--- src/rtl/adder_issue_ctrl_pkg.sv ---
// Shared types and defaults for the two-requester shared-adder issue controller.
// Tags travel alongside each in-flight add so results can be routed home.
package adder_issue_ctrl_pkg;

  localparam int W_DEF   = 32;
  localparam int LAT_DEF = 5;

  localparam logic REQ0 = 1'b0;
  localparam logic REQ1 = 1'b1;

  typedef struct packed {
    logic valid;
    logic id;
  } tag_t;

endpackage

--- src/rtl/adder_tag_pipe.sv ---
// Shift register of {valid, id} tags, one stage per adder cycle plus the
// operand register stage. Flush clears every valid bit.
module adder_tag_pipe
  import adder_issue_ctrl_pkg::*;
#(
  parameter int STAGES = LAT_DEF + 1
) (
  input  logic clk,
  input  logic rst_n,
  input  logic flush,
  input  tag_t tag_in,
  output tag_t tag_out,
  output logic any_valid
);

  tag_t [STAGES-1:0] stage_q;
  tag_t [STAGES-1:0] stage_d;

  always_comb begin
    stage_d = stage_q;
    if (flush) begin
      stage_d = '0;
    end else begin
      stage_d = {stage_q[STAGES-2:0], tag_in};
    end
  end

  always_ff @(posedge clk or negedge rst_n) begin
    if (!rst_n) begin
      stage_q <= '0;
    end else begin
      stage_q <= stage_d;
    end
  end

  always_comb begin
    any_valid = 1'b0;
    for (int i = 0; i < STAGES; i++) begin
      any_valid = any_valid | stage_q[i].valid;
    end
  end

  assign tag_out = stage_q[STAGES-1];

endmodule

--- src/rtl/adder_issue_ctrl.sv ---
// Round-robin issue of two requesters into one stall-free pipelined adder,
// with subtract folded into add and results routed back by tag.
module adder_issue_ctrl
  import adder_issue_ctrl_pkg::*;
#(
  parameter int W   = W_DEF,
  parameter int LAT = LAT_DEF
) (
  input  logic         clk,
  input  logic         rst_n,
  input  logic         req0_valid,
  output logic         req0_ready,
  input  logic [W-1:0] req0_a,
  input  logic [W-1:0] req0_b,
  input  logic         req0_sub,
  input  logic         req1_valid,
  output logic         req1_ready,
  input  logic [W-1:0] req1_a,
  input  logic [W-1:0] req1_b,
  input  logic         req1_sub,
  input  logic         hold,
  input  logic         flush,
  output logic [W-1:0] add_x,
  output logic [W-1:0] add_y,
  output logic         add_cin,
  input  logic [W-1:0] add_s,
  input  logic         add_cout,
  output logic         rsp0_valid,
  output logic [W-1:0] rsp0_sum,
  output logic         rsp0_cout,
  output logic         rsp1_valid,
  output logic [W-1:0] rsp1_sum,
  output logic         rsp1_cout,
  output logic         busy
);

  logic         rr_ptr_q, rr_ptr_d;
  logic [W-1:0] add_x_q, add_x_d;
  logic [W-1:0] add_y_q, add_y_d;
  logic         add_cin_q, add_cin_d;
  logic         rsp0_valid_q, rsp0_valid_d;
  logic [W-1:0] rsp0_sum_q, rsp0_sum_d;
  logic         rsp0_cout_q, rsp0_cout_d;
  logic         rsp1_valid_q, rsp1_valid_d;
  logic [W-1:0] rsp1_sum_q, rsp1_sum_d;
  logic         rsp1_cout_q, rsp1_cout_d;

  logic grant0, grant1, accept;
  logic tags_busy;
  tag_t tag_in, tag_last;

  // Handshake: an op transfers on any edge where reqN_valid && reqN_ready.
  // Ready is a pure function of both valids, hold, flush and rr_ptr.
  always_comb begin
    grant0 = 1'b0;
    grant1 = 1'b0;
    if (!hold && !flush) begin
      grant0 = req0_valid && (!req1_valid || rr_ptr_q == REQ0);
      grant1 = req1_valid && (!req0_valid || rr_ptr_q == REQ1);
    end
  end

  assign accept       = grant0 | grant1;
  assign tag_in.valid = accept;
  assign tag_in.id    = grant1 ? REQ1 : REQ0;

  always_comb begin
    rr_ptr_d  = rr_ptr_q;
    add_x_d   = add_x_q;
    add_y_d   = add_y_q;
    add_cin_d = add_cin_q;
    if (grant0) begin
      rr_ptr_d  = REQ1;
      add_x_d   = req0_a;
      add_y_d   = req0_sub ? ~req0_b : req0_b;
      add_cin_d = req0_sub;
    end else if (grant1) begin
      rr_ptr_d  = REQ0;
      add_x_d   = req1_a;
      add_y_d   = req1_sub ? ~req1_b : req1_b;
      add_cin_d = req1_sub;
    end
  end

  adder_tag_pipe #(
    .STAGES(LAT + 1)
  ) u_tag_pipe (
    .clk      (clk),
    .rst_n    (rst_n),
    .flush    (flush),
    .tag_in   (tag_in),
    .tag_out  (tag_last),
    .any_valid(tags_busy)
  );

  // A tag reaching the last stage on a flush edge is discarded with the rest.
  always_comb begin
    rsp0_valid_d = tag_last.valid && (tag_last.id == REQ0) && !flush;
    rsp1_valid_d = tag_last.valid && (tag_last.id == REQ1) && !flush;
    rsp0_sum_d   = rsp0_valid_d ? add_s    : rsp0_sum_q;
    rsp0_cout_d  = rsp0_valid_d ? add_cout : rsp0_cout_q;
    rsp1_sum_d   = rsp1_valid_d ? add_s    : rsp1_sum_q;
    rsp1_cout_d  = rsp1_valid_d ? add_cout : rsp1_cout_q;
  end

  always_ff @(posedge clk or negedge rst_n) begin
    if (!rst_n) begin
      rr_ptr_q     <= REQ0;
      add_x_q      <= '0;
      add_y_q      <= '0;
      add_cin_q    <= 1'b0;
      rsp0_valid_q <= 1'b0;
      rsp0_sum_q   <= '0;
      rsp0_cout_q  <= 1'b0;
      rsp1_valid_q <= 1'b0;
      rsp1_sum_q   <= '0;
      rsp1_cout_q  <= 1'b0;
    end else begin
      rr_ptr_q     <= rr_ptr_d;
      add_x_q      <= add_x_d;
      add_y_q      <= add_y_d;
      add_cin_q    <= add_cin_d;
      rsp0_valid_q <= rsp0_valid_d;
      rsp0_sum_q   <= rsp0_sum_d;
      rsp0_cout_q  <= rsp0_cout_d;
      rsp1_valid_q <= rsp1_valid_d;
      rsp1_sum_q   <= rsp1_sum_d;
      rsp1_cout_q  <= rsp1_cout_d;
    end
  end

  assign req0_ready = grant0;
  assign req1_ready = grant1;
  assign add_x      = add_x_q;
  assign add_y      = add_y_q;
  assign add_cin    = add_cin_q;
  assign rsp0_valid = rsp0_valid_q;
  assign rsp0_sum   = rsp0_sum_q;
  assign rsp0_cout  = rsp0_cout_q;
  assign rsp1_valid = rsp1_valid_q;
  assign rsp1_sum   = rsp1_sum_q;
  assign rsp1_cout  = rsp1_cout_q;
  assign busy       = tags_busy | rsp0_valid_q | rsp1_valid_q;

endmodule

--- config.mk ---
export PLATFORM = sky130hd
export DESIGN_NAME = adder_issue_ctrl
export DESIGN_NICKNAME = d
export VERILOG_FILES = /design/src/rtl/adder_issue_ctrl_pkg.sv /design/src/rtl/adder_tag_pipe.sv /design/src/rtl/adder_issue_ctrl.sv
export SDC_FILE = /design/constraint.sdc
export NUM_CORES = 1
export LEC_CHECK = 0
export CAP_MARGIN = 20
export CORE_UTILIZATION = 30
export CTS_CLUSTER_DIAMETER = 150
export DETAILED_ROUTE_END_ITERATION = 10
export HOLD_SLACK_MARGIN = 0.02
export PLACE_DENSITY_LB_ADDON = 0.3
export SETUP_SLACK_MARGIN = 0.4
export SYNTH_ARGS = -nofsm -noshare
export SYNTH_HDL_FRONTEND = slang
export SYNTH_SLANG_ARGS = --single-unit
--- constraint.sdc ---
create_clock -name clk -period 3.25 [get_ports clk]
set_clock_uncertainty 0.15 [all_clocks]
set_input_delay 0.65 -clock clk [delete_from_list [all_inputs] [get_ports clk]]
set_output_delay 0.65 -clock clk [all_outputs]
set_load 0.05 [all_outputs]
---- Yosys cells after proc, flatten, opt, wreduce, memory -nomap -nowiden ----
Cells that the tools add are included.
cells by class
  $add $sub $neg .......................... 0
  multiply operators ...................... 0
  divide/modulo/power cells ............... 0
  order comparisons ....................... 0
  equality and inequality tests ........... 0
  shift operators ......................... 0
  muxes and demuxes ....................... 14
  bitwise gates (word level) .............. 12
  reductions and logical operators ........ 14
operators with widths
  operator            number
  32-bit 2-to-1 mux   6
  32-bit inverter     2
  12-bit 2-to-1 mux   1
  1-bit bitwise OR    8
  1-bit logical AND   7
  1-bit 2-to-1 mux    7
  1-bit logical NOT   4
  1-bit logical OR    2
  1-bit inverter      2
  2-bit nonzero test  1
word-level totals
  register bits after elaboration ......... 146
  bits in latches ......................... 0
  bits in writable memories ............... 0
  memory bits (read-only) ................. 0
  logic and storage cells ................. 62
  memories ................................ 0

---- Depth between registers and ports, before layout ----
  depth after elaboration ................. 7
  mapped depth ............................ 6
  mapped depth without buffers ............ 3

---- Cells and area by module ----
A second synthesis with hierarchy kept.
unflattened totals
  cells, all modules ...................... 643
  area total of the unflattened synthesis .. 7174.4 um^2
by module, submodules not included
  module            times used  cells an instance  area each (um^2)
  adder_issue_ctrl  1           613                6762.7
  adder_tag_pipe    1           30                 411.6

---- Worst setup path before layout ----
OpenSTA, ideal clock, no wires.
  path type ............................... input to output
  start ................................... input port flush
  end ..................................... output port req1_ready
  arrival time ............................ 2223 ps
  setup slack ............................. 227 ps
  cell stages on the path ................. 4
  path buffers ............................ 2
  path through ............................ or2_1 -> buf_6 -> buf_6 -> nor3_1
between the ends
  cells in the longest elaborated chain, start to end .. 3
ends and longest elaborated chain
  item                RTL line                text
  start: declaration  adder_issue_ctrl.sv:22  input logic flush,
  1-bit logical NOT   adder_issue_ctrl.sv:57  if (!hold && !flush) begin
  1-bit logical AND   adder_issue_ctrl.sv:57
  1-bit 2-to-1 mux    adder_issue_ctrl.sv:57
  end: declaration    adder_issue_ctrl.sv:17  output logic req1_ready,
Every way passes these cells.

---- Final worst setup path ----
  start ................................... input port hold
  end ..................................... output port req1_ready
between the ends
  cells in the longest elaborated chain, start to end .. 3
ends and longest elaborated chain
  item                RTL line                text
  start: declaration  adder_issue_ctrl.sv:21  input logic hold,
  1-bit logical NOT   adder_issue_ctrl.sv:57
  1-bit logical AND   adder_issue_ctrl.sv:57
  1-bit 2-to-1 mux    adder_issue_ctrl.sv:57
Every way passes these cells.

==> results.py <==
metrics = {
    "status": {
        "status": "finished clean",
    },
    "place": {
        "gp_congestion": 0.783,
        "place_ws_ns": 0.436,
        "io_buffers": 304,
        "dp_hpwl_um": 15500,
        "place_area_um2": 10500,
    },
    "flow_run": {
        "max_cap_violations": 0,
    },
    "logic_synthesis": {
        "ys_warn_count": 0,
        "yosys.cell_types.count": 32,
        "syn_nets": 806,
        "synth-seq-cells": 146,
        "syn_area_um2": 7210,
        "syn_area_per_cell_um2": 11.3,
        "yosysSeqAreaShare": 0.507,
        "netlist_instances": 637,
    },
    "route": {
        "drt-initial-drc-count": 314,
        "firstDrtPassIters": 6,
        "drtAntennaViolNets": 0,
        "routed_wl_um": 22700,
        "vias": 6335,
        "wl_per_cell_um": 18.2,
        "vias_per_cell": 5.09,
        "drc": 0,
    },
    "cells_and_area": {
        "seq_area_um2": 3650,
        "multi_input_area_um2": 3170,
        "fin_util": 0.472,
        "finalInstanceArea_um2": 11100,
        "antenna_cells": 0,
        "nNetsFinal": 1082,
        "syn_to_final_growth_pct": 54.0,
        "final_common_cell": "clkdlybuf4s50_1",
        "layout_common_cells": "clkdlybuf4s50_1, dfrtp_1, a31oi_1, nand3_1, mux2_2",
        "drive_above_1_share": 0.172,
        "fillCellCount": 2216,
    },
    "worst_hold_path": {
        "hold_path_class": "in2async",
    },
    "floorplan": {
        "io_pins": 305,
        "fp.dieW_um": 157,
        "die_y_um": 157,
        "die_area_um2": 24700,
        "num_rows": 56,
        "coreArea_um2": 23500,
        "start_util": 0.306,
    },
    "sta": {
        "fin_ws_ns": 0.480,
        "tns_ns": 0,
        "max_freq_mhz": 361,
        "slew_headroom": 0.509,
        "tightest_slew_ns": 0.736,
        "setup_viol": 0,
        "period_share": 0.852,
        "fin_crit_ns": 2.77,
        "hold_viol_final": 0,
        "rsz0062_at_grt": "false",
        "finalMaxSlewViolations": 0,
    },
    "cts": {
        "postCtsResizedCells": 0,
        "ctsHoldBuffers": 0,
        "cts_root_buf": "clkbuf_16",
        "htreeDepth": 4,
        "clk_pin_slew_ns": 0.07,
        "numCtsBuffers": 17,
        "clock_latency_ns": 0.41,
        "clock-sinks": 146,
        "cts_setup_buffers": 0,
        "clock_path_buffers": 2,
        "cts_tree": "yes",
    },
    "power": {
        "leakagePower_nw": 4.50,
        "ir_worst_vdd_mv": 0.250,
        "powerDensity_nw_per_um2": 543,
    },
    "worst_setup_path": {
        "endpoint_kind": "output pin",
        "r2r_cells": 4,
        "critPathRequiredTime_ns": 2.45,
        "timing.rr.end": "add_y[9]",
        "r2r_slack_ns": 1.44,
        "critical_path_class": "in2out",
        "r2r_start": "rr_ptr_q",
        "cp.arrival_ns": 1.97,
        "path_max_fanout": 4,
        "startpoint_type": "input port",
    },
    "global_route": {
        "track_usage": 0.187,
        "grt_pass1_wl_um": 35500,
        "grt_overflow": 0,
        "grt_pass1_vias": 6289,
        "antenna_found_initial": 1,
        "grt_max_degree": 71,
    },
}
## metal layers
layer | wire length, µm | global-route usage | up-vias
met4 | 489 | 0.0658 | 0
met5 | 0 | 0 | -
met1 | 9720 | 0.245 | 3075
met2 | 10400 | 0.290 | 326
met3 | 2070 | 0.0553 | 31
li1 | - | - | 2903
## worst max-delay path: stages
cell	delay, ns
clkdlybuf4s50_1	0.53
or2_2	0.37
nor3_4	0.24
buf_12	0.17
## cell usage after synthesis
library cell	n	area [µm²]
nand2_1	1	3.75
a21oi_1	33	165
mux2_2	65	732
dfrtp_1	146	3650
nor3b_4	1	18.8
nand2b_1	1	6.26
nand3_1	65	325
clkbuf_2	1	5.00
nand3b_2	1	11.3
a211o_2	1	10.0
inv_2	2	7.51
nor2b_1	11	68.8
buf_2	25	125
buf_6	7	78.8
or2_1	1	6.26
mux2_1	1	11.3
a21oi_4	1	16.3
o31ai_1	32	240
buf_1	1	3.75
clkbuf_1	21	78.8
o21ai_0	35	175
xor2_1	64	561
inv_1	1	3.75
nor2_1	1	3.75
a211oi_2	1	12.5
a31oi_1	65	407
nor3_1	2	10.0
buf_4	15	113
or2_2	1	6.26
nor2_4	1	11.3
nor4_1	14	87.6
nor4_2	20	250
## flip-flops by register name, indices dropped and copies added, names as in the netlist
signal	cells
add_cin	1
rsp1_sum	32
rr_ptr_q	1
add_x	32
rsp0_valid	1
rsp1_cout	1
rsp0_sum	32
rsp0_cout	1
add_y	32
rsp1_valid	1
u_tag_pipe.stage_q	10
u_tag_pipe.tag_out	2
## power breakdown
group	total [mW]	internal (mW)	switching [mW]
registers	2.15	2.02	0.129
clock network	1.95	1.10	0.848
logic	1.93	0.719	1.21
## cell families (layout without fill, tap and decap cells)
group / Yosys count / in the layout / synth area share
multiplexers: 66 / 66 / 0.103
AND/OR/NAND/NOR: 120 / 120 / 0.112
buffers and inverters: 73 / 362 / 0.0576
XOR/XNOR: 64 / 64 / 0.0778
flip-flops: 146 / 146 / 0.507
AO/OA/AOI/OAI: 168 / 168 / 0.142
## worst max-delay path by stage
stage	end	from	cells after the start	slack, ns
CTS	req1_ready	hold	4	0.42
finish	req1_ready	hold	4	0.48
floorplan	req1_ready	flush	4	0.65
global placement	req1_ready	hold	4	0.43
detailed placement	req1_ready	hold	4	0.44
global route	req1_ready	hold	4	0.42
## through the flow
stage | total power, mW | hold slack [ns] | instances
2_1_floorplan | 3.30 | 0.204 | 637
3_3_place_gp | 4.11 | 0.294 | 1213
3_5_place_dp | 4.11 | 0.298 | 1213
4_1_cts | 6.10 | 0.120 | 1245
5_1_grt | 6.30 | 0.135 | 1245
6_report | 6.02 | 0.102 | 1245
## cell type report
type / count / area share
flip-flops and latches: 146 / 0.329
well taps: 319 / 0.0359
clock buffers: 18 / 0.0396
clock inverters: 14 / 0.0126
multi-input cells: 418 / 0.286
inverters: 3 / 0.00101
repair buffers: 327 / 0.296
Note: power is estimated with default switching activity, not from simulation.
